<file path="config.mk">
export PLATFORM = sky130hd
export DESIGN_NAME = bsg_fpu_class_gen
export DESIGN_NICKNAME = d
export VERILOG_FILES = /design/src/rtl/bsg_fpu_pkg.sv /design/src/rtl/bsg_fpu_class_value.sv /design/src/rtl/bsg_fpu_class_gen.sv
export SDC_FILE = /design/constraint.sdc
export NUM_CORES = 1
export LEC_CHECK = 0
export BUFFER_PORTS_ARGS = -buffer_cell sky130_fd_sc_hd__buf_2
export CORE_ASPECT_RATIO = 0.6
export CORE_MARGIN = 2
export CORE_UTILIZATION = 46
export CTS_CLUSTER_SIZE = 28
export DETAILED_ROUTE_END_ITERATION = 8
export PLACE_DENSITY = 0.7
export SYNTH_ARGS = -nofsm -noshare
export SYNTH_HDL_FRONTEND = slang
export SYNTH_SLANG_ARGS = --single-unit
</file>
<file path="constraint.sdc">
create_clock -name clk_i -period 7.4 [get_ports clk_i]
set_input_delay 0.37 -clock clk_i [delete_from_list [all_inputs] [get_ports clk_i]]
set_output_delay 0.37 -clock clk_i [all_outputs]
set_load 0.01 [all_outputs]
</file>
<file path="src/rtl/bsg_fpu_pkg.sv">
// Shared definitions for the FP class generator.
//   class_idx_e : bit positions of the fclass-style class mask (neg_inf .. q_nan)
//   state_e     : generator FSM states
//   fp16_*      : canonical half-precision constants
//   lowest_bit  : isolates the lowest set bit of a class mask (priority encoder)
package bsg_fpu_pkg;

    localparam int num_classes_gp = 10;

    typedef enum logic [3:0] {
        NEG_INF    = 4'd0,
        NEG_NORMAL = 4'd1,
        NEG_SUB    = 4'd2,
        NEG_ZERO   = 4'd3,
        POS_ZERO   = 4'd4,
        POS_SUB    = 4'd5,
        POS_NORMAL = 4'd6,
        POS_INF    = 4'd7,
        S_NAN      = 4'd8,
        Q_NAN      = 4'd9
    } class_idx_e;

    typedef enum logic {
        IDLE = 1'b0,
        EMIT = 1'b1
    } state_e;

    localparam logic [15:0] fp16_pos_inf  = 16'h7C00;
    localparam logic [15:0] fp16_neg_inf  = 16'hFC00;
    localparam logic [15:0] fp16_pos_one  = 16'h3C00;
    localparam logic [15:0] fp16_neg_one  = 16'hBC00;
    localparam logic [15:0] fp16_qnan     = 16'h7E00;

    // Two's-complement trick: x & -x keeps only the lowest set bit.
    function automatic logic [num_classes_gp-1:0] lowest_bit(input logic [num_classes_gp-1:0] x);
        return x & (~x + num_classes_gp'(1));
    endfunction

endpackage

</file>
<file path="src/rtl/bsg_fpu_class_value.sv">
// Combinational map from a one-hot class select plus mantissa payload to a
// representative FP value of that class.
//   class_i   : one-hot class select (fclass bit order)
//   payload_i : mantissa payload used by normal/subnormal/NaN classes
//   z_o       : {sign, exponent, mantissa}; all zero when no class is selected
module bsg_fpu_class_value
    import bsg_fpu_pkg::*;
#(
    parameter int e_p = 5,
    parameter int m_p = 10
) (
    input  logic [num_classes_gp-1:0] class_i,
    input  logic [m_p-1:0]            payload_i,
    output logic [e_p+m_p:0]          z_o
);

    localparam logic [e_p-1:0] exp_ones = '1;
    localparam logic [e_p-1:0] bias_lp  = e_p'((1 << (e_p - 1)) - 1);

    logic [m_p-2:0] low;
    logic [m_p-1:0] mnz;
    logic [m_p-1:0] snan_man;

    assign low = payload_i[m_p-2:0];
    // Subnormals need a nonzero mantissa or they would classify as zero.
    assign mnz = (payload_i == '0) ? m_p'(1) : payload_i;
    // A signalling NaN with an all-zero payload would be infinity; force bit 0.
    assign snan_man = {1'b0, (low == '0) ? (m_p-1)'(1) : low};

    always_comb begin
        z_o = '0;
        if (class_i[NEG_INF])         z_o = {1'b1, exp_ones, {m_p{1'b0}}};
        else if (class_i[NEG_NORMAL]) z_o = {1'b1, bias_lp, payload_i};
        else if (class_i[NEG_SUB])    z_o = {1'b1, {e_p{1'b0}}, mnz};
        else if (class_i[NEG_ZERO])   z_o = {1'b1, {e_p{1'b0}}, {m_p{1'b0}}};
        else if (class_i[POS_ZERO])   z_o = '0;
        else if (class_i[POS_SUB])    z_o = {1'b0, {e_p{1'b0}}, mnz};
        else if (class_i[POS_NORMAL]) z_o = {1'b0, bias_lp, payload_i};
        else if (class_i[POS_INF])    z_o = {1'b0, exp_ones, {m_p{1'b0}}};
        else if (class_i[S_NAN])      z_o = {1'b0, exp_ones, snan_man};
        else if (class_i[Q_NAN])      z_o = {1'b0, exp_ones, 1'b1, low};
    end

endmodule

</file>
<file path="src/rtl/bsg_fpu_class_gen.sv">
// Serial FP class generator: accepts a class mask and emits one representative
// value per set bit, lowest bit first, over a valid/yumi handshake.
//   clk_i, reset_n_i     : clock, async active-low reset
//   v_i/ready_o          : request handshake (class_i, payload_i)
//   v_o/yumi_i           : output handshake (z_o, class_o, last_o)
//
// state | meaning
// IDLE  | waiting for a request; ready_o=1
// EMIT  | presenting the lowest remaining class bit; v_o=1
module bsg_fpu_class_gen
    import bsg_fpu_pkg::*;
#(
    parameter  int e_p      = 5,
    parameter  int m_p      = 10,
    localparam int width_lp = 1 + e_p + m_p
) (
    input  logic                      clk_i,
    input  logic                      reset_n_i,
    input  logic                      v_i,
    input  logic [num_classes_gp-1:0] class_i,
    input  logic [m_p-1:0]            payload_i,
    output logic                      ready_o,
    output logic                      v_o,
    output logic [width_lp-1:0]       z_o,
    output logic [num_classes_gp-1:0] class_o,
    output logic                      last_o,
    input  logic                      yumi_i
);

    state_e                      state_r, state_n;
    logic [num_classes_gp-1:0]   rem_r, rem_n;
    logic [m_p-1:0]              pay_r, pay_n;
    logic [num_classes_gp-1:0]   pick_n;
    logic                        last_n;
    logic [width_lp-1:0]         z_n;

    always_comb begin
        state_n = state_r;
        rem_n   = rem_r;
        pay_n   = pay_r;
        unique case (state_r)
            IDLE: begin
                if (v_i) begin
                    rem_n = class_i;
                    pay_n = payload_i;
                    if (class_i != '0) state_n = EMIT;
                end
            end
            EMIT: begin
                if (yumi_i) begin
                    rem_n = rem_r & (rem_r - num_classes_gp'(1));
                    if (rem_n == '0) state_n = IDLE;
                end
            end
            default: state_n = IDLE;
        endcase
    end

    // Outputs are computed from the next-state remainder so they can be
    // registered and still show the new item in the cycle after accept/yumi.
    assign pick_n = lowest_bit(rem_n);
    assign last_n = (rem_n != '0) && ((rem_n & (rem_n - num_classes_gp'(1))) == '0);

    bsg_fpu_class_value #(.e_p(e_p), .m_p(m_p)) value_u (
        .class_i   (pick_n),
        .payload_i (pay_n),
        .z_o       (z_n)
    );

    always_ff @(posedge clk_i or negedge reset_n_i) begin
        if (!reset_n_i) begin
            state_r <= IDLE;
            rem_r   <= '0;
            pay_r   <= '0;
            ready_o <= 1'b1;
            v_o     <= 1'b0;
            z_o     <= '0;
            class_o <= '0;
            last_o  <= 1'b0;
        end else begin
            state_r <= state_n;
            rem_r   <= rem_n;
            pay_r   <= pay_n;
            ready_o <= (state_n == IDLE);
            v_o     <= (state_n == EMIT);
            if (state_n == EMIT) begin
                z_o     <= z_n;
                class_o <= pick_n;
                last_o  <= last_n;
            end else begin
                z_o     <= '0;
                class_o <= '0;
                last_o  <= 1'b0;
            end
        end
    end

    yumi_without_valid: assert property (@(posedge clk_i) disable iff (!reset_n_i) yumi_i |-> v_o)
        else $error("yumi_i asserted while v_o is low");

endmodule
</file>
==> qor.yml, run 1 <==
status: "complete, no violations"
rsz0062_at_grt: "false"
clkTransAtPathRegs_ns: 0.09
synthArstFlopShare_pct: 100.0
synthFlopType: "dfrtp_1"
cp-startpoint: "state_r"
grt_pass1_wl_mm: 9.425
path_class: "reg2reg"
io_buffers: 52
ys_types: 56
drcViolationCount: 0
ys_ff_latch: 46
setup_viol: 0
setup.worst_path.end_class: "flip-flop"
synth.largest_area_cell: "dfrtp_1"
track_usage_pct: 22.76
pre_cts_slack_ns: 4.412
drtAntennaViolNets: 0
syn_nets: 260
syn-mean-instance-area_um2: 9.713
wl_per_cell_um: 16.42
finalHoldViolations: 0
nets: 309
dieArea_um2: 5582
fp.dieW_um: 95.13
gr-total-overflow: 0
cts.sinks: 46
area_growth_pct: 18.61
antenna_cells: 0
final_layout_size_suffix_gt1_share_pct: 25.52
place.gp.congestion: 0.8804
relSlewSlack_pct: 31.34
seq_area_frac_synth_pct: 50.27
yosysTopAreaCellShare_pct: 49.13
yosysWarnings: 0
drv_cap: 0
routed_wl_mm: 5.732
skew_ns: 0.01052
crit_arrival_ns: 3.28
design.core.area_um2: 4683
tritoncts: "yes"
syn_area_um2: 2292
mostFrequentLayoutCell: "buf_2"
holdBufCountCts: 0
row_count: 19
power_leakage_nw: 1.349
vdd_ir_drop_max_v: 0.0002131
hpwl_mm: 4.203
synth_edf_count: 0
power_mw: 1.330
grt_max_degree: 47
drv_slew: 0
avgViaCountPerCell: 5.719
post_cts_buffers: 0
h-tree-depth: 2
tightest_slew_ns: 1.017
cts-resized-gates: 0
num_vias: 1996
drt_iter0_drc: 189
timing.hold.ws_ns: 0.2056
drt_pass1_iterations: 5
cts_buffer_depth: 2
finalSetupTns_ns: 0
fp.dieH_um: 58.68
crit_path_max_fanout: 18
netlist_instances: 236
initial_core_util_pct: 48.94
cts_buffers: 5
start_kind: "flip-flop"
hp-class: "in2async"
post-route-period-util_pct: 42.28
final_cell_mix: "52 x buf_2, 45 x dfrtp_1, 38 x nand2_1, 23 x nor2_1, 9 x mux2i_1"
grt_pass1_vias: 1780
fin_ws_ns: 4.271
power.density_nw_per_um2: 489.1
fin_crit_ns: 3.129
root_buffer: "clkbuf_8"
antenna_found_initial: 0
synthTopCellsByArea: "dfrtp_1 49%, nand2_1 6.2%, mux2i_1 3.9%"
io-pin-count: 53
max_freq_ghz: 0.3196
critPathRequiredTime_ns: 7.55
clock_latency_ns: 0.30
regToRegStartpoint: "state_r"
-- cells in the mapped netlist, drive strengths merged (2+ instances only) --
library cell  instances
maj3                  3
nand3                 2
o31a                  2
nor2b                 2
dfrtp                45
clkbuf                4
nand4                 4
mux2i                 9
o22a                  3
a311oi                2
a31oi                 4
nor3                  7
and3b                 2
a21oi                 7
or3                   5
a211oi                4
nand3b                2
a21boi                3
buf                   7
or2                   3
inv                  10
nand2                38
nor4                  8
o22ai                 2
nor2                 23
o21ai                 5
nor3b                 7
nor4b                 2
-- final cells by class --
cell class                      count  area, µm²
Fill cell                         415       1964
Clock buffer                        5      68.82
Tap cell                           63      78.83
Sequential cell                    46       1152
Clock inverter                      3      68.82
Multi-Input combinational cell    168       1039
Inverter                           11      43.79
Timing Repair Buffer               53      267.8
-- metrics by stage --
stage          utilization (%)  cells  cell area, µm²
2_1_floorplan                -    236            2292
3_3_place_gp             55.12    341            2581
3_5_place_dp             55.12    341            2581
4_1_cts                  58.06    349            2719
5_1_grt                  58.06    349            2719
6_report                 58.06    349            2719
-- layer usage --
| metal | vias to the layer above | track usage [%] | part of all wire [%] | wire (µm) |
|---|---|---|---|---|
| li1 | 954 | - | - | - |
| met4 | 0 | 4.969 | 0.82 | 47 |
| met5 | - | 0 | 0 | 0 |
| met3 | 6 | 7.042 | 9.7 | 557 |
| met1 | 949 | 36.63 | 50 | 2862 |
| met2 | 87 | 29.58 | 39 | 2264 |
-- final timing paths --
path                              end  slack (ns)  cells after the start
max                            z_o[1]        4.27                      6
min in group clk_i           pay_r[7]        0.30                      3
min                        class_o[5]        0.21                      1
max in group asynchronous    rem_r[0]        6.58                      1
max reg2reg                    z_o[1]        4.27                      6
min reg2reg                  pay_r[4]        0.51                      2
-- report_power, final --
group	internal, mW	leakage, nW	switching [mW]
clock network	0.135	0.0683	0.0859
logic	0.249	0.682	0.444
registers	0.347	0.599	0.0693
-- state kept, by name, indices dropped and copies added, names as in the netlist --
register,cells
z_o,13
last_o,1
state_r,1
ready_o,1
class_o,10
pay_r,10
rem_r,10
-- worst max-delay path, cell delays in order (launching register included) --
cell and delay [ns]:
dfrtp_1 0.57, nand2b_1 0.48, a31oi_1 0.58, nand4_1 0.43, or2_2 0.45, o2111ai_1 0.30
a21boi_0 0.16
-- logic make-up after synthesis --
kind of cell	Yosys count	share of synthesized area (%)
AO/OA/AOI/OAI	46	15.78
AND/OR/NAND/NOR	110	24.29
multiplexers	9	3.930
buffers and inverters	22	4.422
adder cells (fa/ha/maj)	3	1.310
flip-flops	46	50.27
Note: power is estimated with default switching activity, not from simulation.
==> run 2: changes to the inputs <==
- ABC_AREA: unset -> 1
- PLACE_DENSITY: 0.7 -> 0.71
- clock period: 7.4 -> 2.5 ns (I/O delays scaled with it)
==> run 2 against run 1 <==
Fmax increased by 43%. Largest power group unchanged. Clock power increased by 96%. Die area increased by 15%. Synthesized cell count increased by 41%. Flip-flop and latch count unchanged. Core utilization decreased by 3.2 points. Count of clock-buffer cells in the layout increased by 3. Critical path type unchanged. The run now ends with hold timing left. Global-route usage decreased by 1.3 points. Highest routed layer unchanged. Hold slack got worse by 0.22 ns. Via count increased by 17%. Cell count increased by 34%.
==> qor.yml, run 2 <==
finalHoldViolations: 9  # was 0
netlist_instances: 332  # was 236
use_met2_pct: 28.45  # was 29.58%
swShare_pct: 50.03  # was 45.03%
initial_core_util_pct: 47.82  # was 48.94%
power.share.combinational_pct: 59.5  # was 52.1%
netlist_top_cells_count: "97 x nand2_1, 45 x dfrtp_1, 39 x inv_1, 29 x nor2_1, 18 x nand3_1"  # was 45 x dfrtp_1, 38 x nand2_1, 23 x nor2_1, 9 x mux2i_1, 8 x nor4_1
clockPowerShare_pct: 10.7  # was 16.6%
clkTransAtPathRegs_ns: 0.08  # was 0.09 ns
hpwl_mm: 4.891  # was 4.203 mm
drcViolationCount: 0  # unchanged
power_leakage_nw: 1.700  # was 1.349 nW
nets: 409  # was 309
drtAntennaViolNets: 0  # unchanged
power_frac_seq_pct: 29.9  # was 31.3%
tritoncts: "yes"  # unchanged
syn-mean-instance-area_um2: 8.024  # was 9.713 µm²
timing.hold.ws_ns: -0.01007  # was 0.2056 ns
cpMaxStageDelayCell: "dfrtp_1"  # was a31oi_1
grtUsageMet1_pct: 35.16  # was 36.63%
drt_iter0_drc: 136  # was 189
path_class: "reg2reg"  # unchanged
design.core.area_um2: 5570  # was 4683 µm²
drv_slew: 0  # unchanged
relSlewSlack_pct: 33.66  # was 31.34%
largest_reg_flops: 13  # unchanged
track_usage_pct: 21.49  # was 22.76%
power.density_nw_per_um2: 1329  # was 489.1 nW/µm²
synth.largest_area_cell: "dfrtp_1"  # unchanged
rsz0062_at_grt: "false"  # unchanged
fin_crit_ns: 2.188  # was 3.129 ns
p_switching_mw: 2.031  # was 0.5988 mW
skew_ns: 0.008251  # was 0.01052 ns
syn_area_um2: 2664  # was 2292 µm²
crit_arrival_ns: 2.38  # was 3.28 ns
vdd_ir_drop_max_v: 0.0004399  # was 0.0002131 V
mostFrequentLayoutCell: "nand2_1"  # was buf_2
synthFlopType: "dfrtp_1"  # unchanged
seq_area_frac_synth_pct: 43.26  # was 50.27%
ys_types: 37  # was 56
cts.sinks: 46  # unchanged
fillCellCount: 553  # was 415
violations: "hold timing"
area_growth_pct: 14.70  # was 18.61%
status: "finished with violations"  # was complete, no violations
clock_latency_ns: 0.30  # about the same
start_kind: "flip-flop"  # unchanged
row_count: 21  # was 19
power_mw: 4.060  # was 1.330 mW
io_buffers: 52  # unchanged
post-route-period-util_pct: 87.54  # was 42.28%
grt_max_degree: 47  # unchanged
ys_ff_latch: 46  # unchanged
final_layout_size_suffix_gt1_share_pct: 29.02  # was 25.52%
slowest_delay_ns: 0.62  # was 0.58 ns
holdBufCountCts: 0  # unchanged
place.gp.congestion: 0.9432  # was 0.8804
synth_most_common_cell: "nand2_1"  # was dfrtp_1
yosysTopAreaCellShare_pct: 42.27  # was 49.13%
hp-class: "in2async"  # unchanged
setup.worst_path.end_class: "flip-flop"  # unchanged
path_cells: "inv_4 > nand3_2 > nand2_4 > inv_4 > nand2_4 > nor2_4 > nand4_2 > inv_1 > nand2_2 > nand2_4 > nand2_2 > nand2_1 > nand2_1 > nand3_1 > nand2_1"  # was nand2b_1 > a31oi_1 > nand4_1 > or2_2 > o2111ai_1 > a21boi_0
num_vias: 2331  # was 1996
met3_usage_pct: 4.922  # was 7.042%
critPathRequiredTime_ns: 2.69  # was 7.55 ns
grt_pass1_vias: 2092  # was 1780
synth_edf_count: 0  # unchanged
max_freq_ghz: 0.4570  # was 0.3196 GHz
grt_pass1_wl_mm: 10.60  # was 9.425 mm
cts_buffer_depth: 2  # unchanged
io-pin-count: 53  # unchanged
intPower_mw: 2.029  # was 0.7310 mW
crit_path_max_fanout: 10  # was 18
top_register: "z_o"  # unchanged
drv_cap: 0  # unchanged
antenna_cells: 0  # unchanged
fp.dieH_um: 62.95  # was 58.68 µm
final_cell_mix: "97 x nand2_1, 52 x buf_2, 45 x dfrtp_1, 39 x inv_1, 29 x nor2_1"  # was 52 x buf_2, 45 x dfrtp_1, 38 x nand2_1, 23 x nor2_1, 9 x mux2i_1
top_usage_layer: "met1"  # unchanged
setup_viol: 0  # unchanged
fp.dieW_um: 102.2  # was 95.13 µm
synthTopCellsByArea: "dfrtp_1 42%, nand2_1 14%, inv_1 5.5%"  # was dfrtp_1 49%, nand2_1 6.2%, mux2i_1 3.9%
wl_per_cell_um: 13.74  # was 16.42 µm
synthArstFlopShare_pct: 100.0  # unchanged
syn_nets: 356  # was 260
antenna_found_initial: 0  # unchanged
tightest_slew_ns: 0.9952  # was 1.017 ns
dieArea_um2: 6436  # was 5582 µm²
routed_wl_mm: 6.404  # was 5.732 mm
gr-total-overflow: 0  # unchanged
root_buffer: "clkbuf_8"  # unchanged
cts_buffers: 5  # unchanged
avgViaCountPerCell: 5.002  # was 5.719
ff2ff_path_depth: 15  # was 6
yosysWarnings: 0  # unchanged
finalSetupTns_ns: 0  # unchanged
drt_pass1_iterations: 4  # was 5
h-tree-depth: 2  # unchanged
## run 2: changes by cell type after synthesis, moves of 6 or more
| cell | previous run | this run |
|---|---|---|
| nor2_4 | 0 | 6 |
| inv_1 | 7 | 39 |
| nand2_4 | 0 | 8 |
| nor3b_1 | 7 | 0 |
| nand3_2 | 0 | 9 |
| nand2_1 | 38 | 97 |
| nand2_2 | 0 | 6 |
| nor2_1 | 23 | 29 |
| nand3_1 | 2 | 18 |
| o21ai_0 | 5 | 14 |
| mux2i_1 | 9 | 0 |
## run 2: routing by layer
layer	vias up	routed length [µm]
met5	-	0
met1	1073	3392
met4	0	51
met2	92	2437
li1	1160	-
met3	6	523
## run 2: per-stage QoR
stage / instances / cell area, µm² / utilization, % / hold slack (ns) / setup WS, ns
2_1_floorplan: 332 / 2664 / - / -0.1706 / 0.6532
4_1_cts: 466 / 3050 / 54.76 / 0.02360 / 0.2015
3_5_place_dp: 458 / 2970 / 53.32 / 0.3441 / 0.2173
5_1_grt: 466 / 3055 / 54.85 / 0.06075 / 0.1237
6_report: 466 / 3055 / 54.85 / -0.01007 / 0.3116
3_3_place_gp: 458 / 2970 / 53.32 / 0.3420 / 0.3255
## run 2: path summary, 6_finish.rpt
| kind | startpoint | endpoint | slack, ns |
|---|---|---|---|
| worst min register to register | pay_r[4] | pay_r[4] | 0.49 |
| worst min-delay path | reset_n_i | rem_r[6] | -0.01 |
| min in group clk_i | payload_i[4] | pay_r[4] | 0.06 |
| worst max-delay path | state_r | z_o[2] | 0.31 |
| worst max register to register | state_r | z_o[2] | 0.31 |
| max in group asynchronous | reset_n_i | z_o[1] | 1.89 |
## run 2: cell families (layout without fill, tap and decap cells)
| kind of cell | count (synthesis) | in the layout | synth area share, % |
|---|---|---|---|
| flops | 46 | 46 | 43.26 |
| buf+inv | 57 | 111 | 9.911 |
| compound gates | 34 | 34 | 7.797 |
| simple gates | 195 | 195 | 39.03 |
## run 2: area by class of cell
type	count	area (µm²)	area share, %
well taps	80	100.1	3.276
multi-input cells	229	1252	40.99
repair buffers	55	282.8	9.255
inverters	48	187.7	6.143
clock buffers	8	80.08	2.621
flip-flops and latches	46	1152	37.72
## run 2: repair_timing
action | CTS | global route
setup buffers | 0 | 0
gates resized for setup | 0 | 1
endpoints found under the setup margin | 0 | 3
## run 2: power by group through the flow
| stage | Clock (mW) | Combinational (mW) | Sequential, mW |
|---|---|---|---|
| 3_5_place_dp | 0 | 2.38 | 1.22 |
| 6_report | 0.433 | 2.41 | 1.21 |
| 3_3_place_gp | 0 | 2.35 | 1.22 |
| 5_1_grt | 0.474 | 2.70 | 1.24 |
| 4_1_cts | 0.442 | 2.39 | 1.21 |
| 2_1_floorplan | 0 | 1.76 | 1.25 |
## run 2: critical path, delay by kind of cell (launching register included)
family	cells	cell delay (ns)
buf+inv	3	0.37
flops	1	0.62
simple gates	12	1.10
==> run 3: changes to the inputs <==
- ABC_AREA: 1 -> unset
- PLACE_DENSITY: 0.71 -> 0.73
==> run 3 against run 2 <==
The flow still finishes with violations (hold timing). Combinational power increased by 11%. Clock skew about the same. Total power increased by 8.3%. Core utilization increased by 9.1 points. Highest routed layer unchanged.
==> qor.yml, run 3 (synthesis results as in run 1) <==
design.core.area_um2: 4683  # was 5570 µm²
root_buffer: "clkbuf_8"  # unchanged
cts.sinks: 46  # unchanged
final_cell_mix: "52 x buf_2, 45 x dfrtp_1, 38 x nand2_1, 34 x buf_4, 22 x nor2_1"  # was 97 x nand2_1, 52 x buf_2, 45 x dfrtp_1, 39 x inv_1, 29 x nor2_1
violations: "hold timing"  # unchanged
met3_usage_pct: 5.122  # was 4.922%
cp-startpoint: "rem_r[2]"  # was state_r
grt_pass1_vias: 1939  # was 2092
grtUsageMet1_pct: 36.46  # was 35.16%
regToRegStartpoint: "rem_r[2]"  # was state_r
placed_cells: 374  # was 458
clock_latency_ns: 0.30  # about the same
top_register: "z_o"  # unchanged
avgViaCountPerCell: 5.627  # was 5.002
cpMaxStageDelayCell: "dfrtp_1"  # unchanged
slowest_delay_ns: 0.40  # was 0.62 ns
setup.worst_path.end_class: "flip-flop"  # unchanged
fp.dieW_um: 95.13  # was 102.2 µm
gr-total-overflow: 0  # unchanged
tritoncts: "yes"  # unchanged
power_leakage_nw: 1.515  # was 1.700 nW
path_class: "reg2reg"  # unchanged
reg2reg_to: "last_o"  # was z_o[2]
area_growth_pct: 30.73  # was 14.70%
routed_wl_mm: 5.927  # was 6.404 mm
place.gp.congestion: 0.9256  # was 0.9432
setup_viol: 0  # unchanged
utilization_pct: 63.99  # was 54.85%
power.density_nw_per_um2: 1467  # was 1329 nW/µm²
fin_cells: 383  # was 466
drt_pass1_iterations: 5  # was 4
finalHoldViolations: 37  # was 9
start_kind: "flip-flop"  # unchanged
skew_ns: 0.008527  # was 0.008251 ns
timing.hold.ws_ns: -0.02679  # was -0.01007 ns
mostFrequentLayoutCell: "buf_2"  # was nand2_1
hp-class: "in2async"  # unchanged
cts_buffer_depth: 2  # unchanged
track_usage_pct: 22.51  # was 21.49%
path_cells: "buf_6 > or3_4 > or3b_4 > a31oi_4 > inv_4 > o31a_1 > or3_4 > a211oi_2"  # was inv_4 > nand3_2 > nand2_4 > inv_4 > nand2_4 > nor2_4 > nand4_2 > inv_1 > nand2_2 > nand2_4 > nand2_2 > nand2_1 > nand2_1 > nand3_1 > nand2_1
vdd_ir_drop_max_v: 0.0007397  # was 0.0004399 V
status: "finished with violations"  # unchanged
post-route-period-util_pct: 97.34  # was 87.54%
antenna_cells: 0  # unchanged
rsz0062_at_grt: "true"  # was false
relSlewSlack_pct: 35.79  # was 33.66%
final_layout_size_suffix_gt1_share_pct: 35.63  # was 29.02%
fillCellCount: 389  # was 553
hpwl_mm: 4.481  # was 4.891 mm
path_common_cell: "or3_4"
clkTransAtPathRegs_ns: 0.09  # was 0.08 ns
num_vias: 2155  # was 2331
dieArea_um2: 5582  # was 6436 µm²
use_met2_pct: 30.99  # was 28.45%
grt_max_degree: 47  # unchanged
ff2ff_path_depth: 8  # was 15
drtAntennaViolNets: 0  # unchanged
fp.dieH_um: 58.68  # was 62.95 µm
worst-path-stages: 8  # was 15
io_buffers: 52  # unchanged
worst-path-buf-inv: 2  # was 3
wl_per_cell_um: 15.48  # was 13.74 µm
top_usage_layer: "met1"  # unchanged
antenna_found_initial: 0  # unchanged
largest_reg_flops: 13  # unchanged
h-tree-depth: 2  # unchanged
fin_crit_ns: 2.433  # was 2.188 ns
holdBufCountCts: 0  # unchanged
initial_core_util_pct: 48.94  # was 47.82%
drv_cap: 0  # unchanged
r2r_setup_slack_ns: 0.07  # was 0.31 ns
tightest_slew_ns: 0.9631  # was 0.9952 ns
drcViolationCount: 0  # unchanged
io-pin-count: 53  # unchanged
critPathRequiredTime_ns: 2.72  # was 2.69 ns
row_count: 19  # was 21
grt_pass1_wl_mm: 9.535  # was 10.60 mm
max_freq_ghz: 0.4110  # was 0.4570 GHz
cts_buffers: 5  # unchanged
nets: 343  # was 409
path_delay_family: "simple AND/OR/NAND/NOR gates"  # unchanged
crit_arrival_ns: 2.65  # was 2.38 ns
drv_slew: 0  # unchanged
crit_path_max_fanout: 7  # was 10
drt_iter0_drc: 193  # was 136
run 3: per-layer routing:
metal	part of all wire [%]	vias up
met3	9.1	5
li1	-	1024
met2	40	107
met5	0	-
met1	50	1019
met4	0.61	0
run 3: worst reg2reg max path: stages, from the launching register on:
cell      delay (ns)
dfrtp_1         0.40
buf_6           0.13
or3_4           0.37
or3b_4          0.39
a31oi_4         0.20
inv_4           0.08
o31a_1          0.28
or3_4           0.33
a211oi_2        0.18
run 3: repair_timing:
| action | CTS | global route |
|---|---|---|
| setup endpoints to repair | 2 | 4 |
| setup buffers | 0 | 1 |
| endpoints found under the hold margin | 0 | 0 |
| resized for setup | 2 | 8 |
| pin swaps | 1 | 6 |
run 3: stage by stage:
step	setup slack (ns)	instance area, µm²	hold WS (ns)	TNS [ns]	power, mW
floorplan	0.09492	2292	-0.1706	0	2.659
global placement	-0.01616	2829	0.3336	-0.01616	3.612
detailed placement	0.0007225	2829	0.3408	0	3.634
CTS	0.009096	2952	0.01395	0	4.232
global route	-0.02681	2997	0.06424	-0.02681	4.692
finish	0.06662	2997	-0.02679	0	4.395
run 3: worst max-delay path by stage:
stage / end
3_3_place_gp: last_o
6_report: last_o
4_1_cts: last_o
2_1_floorplan: last_o
3_5_place_dp: last_o
5_1_grt: last_o
run 3: area by class of cell:
cell class / count / area, µm² / share of cell area (%)
flip-flops and latches: 46 / 1152 / 38.46
clock buffers: 5 / 68.82 / 2.296
clock inverters: 3 / 43.79 / 1.461
inverters: 11 / 43.79 / 1.461
multi-input cells: 168 / 1082 / 36.12
well taps: 63 / 78.83 / 2.630
repair buffers: 87 / 526.8 / 17.58
run 3: report_power, final:
group	switching (mW)	internal [mW]
clock network	0.249	0.299
registers	0.153	1.03
logic	1.48	1.18
total	1.89	2.51
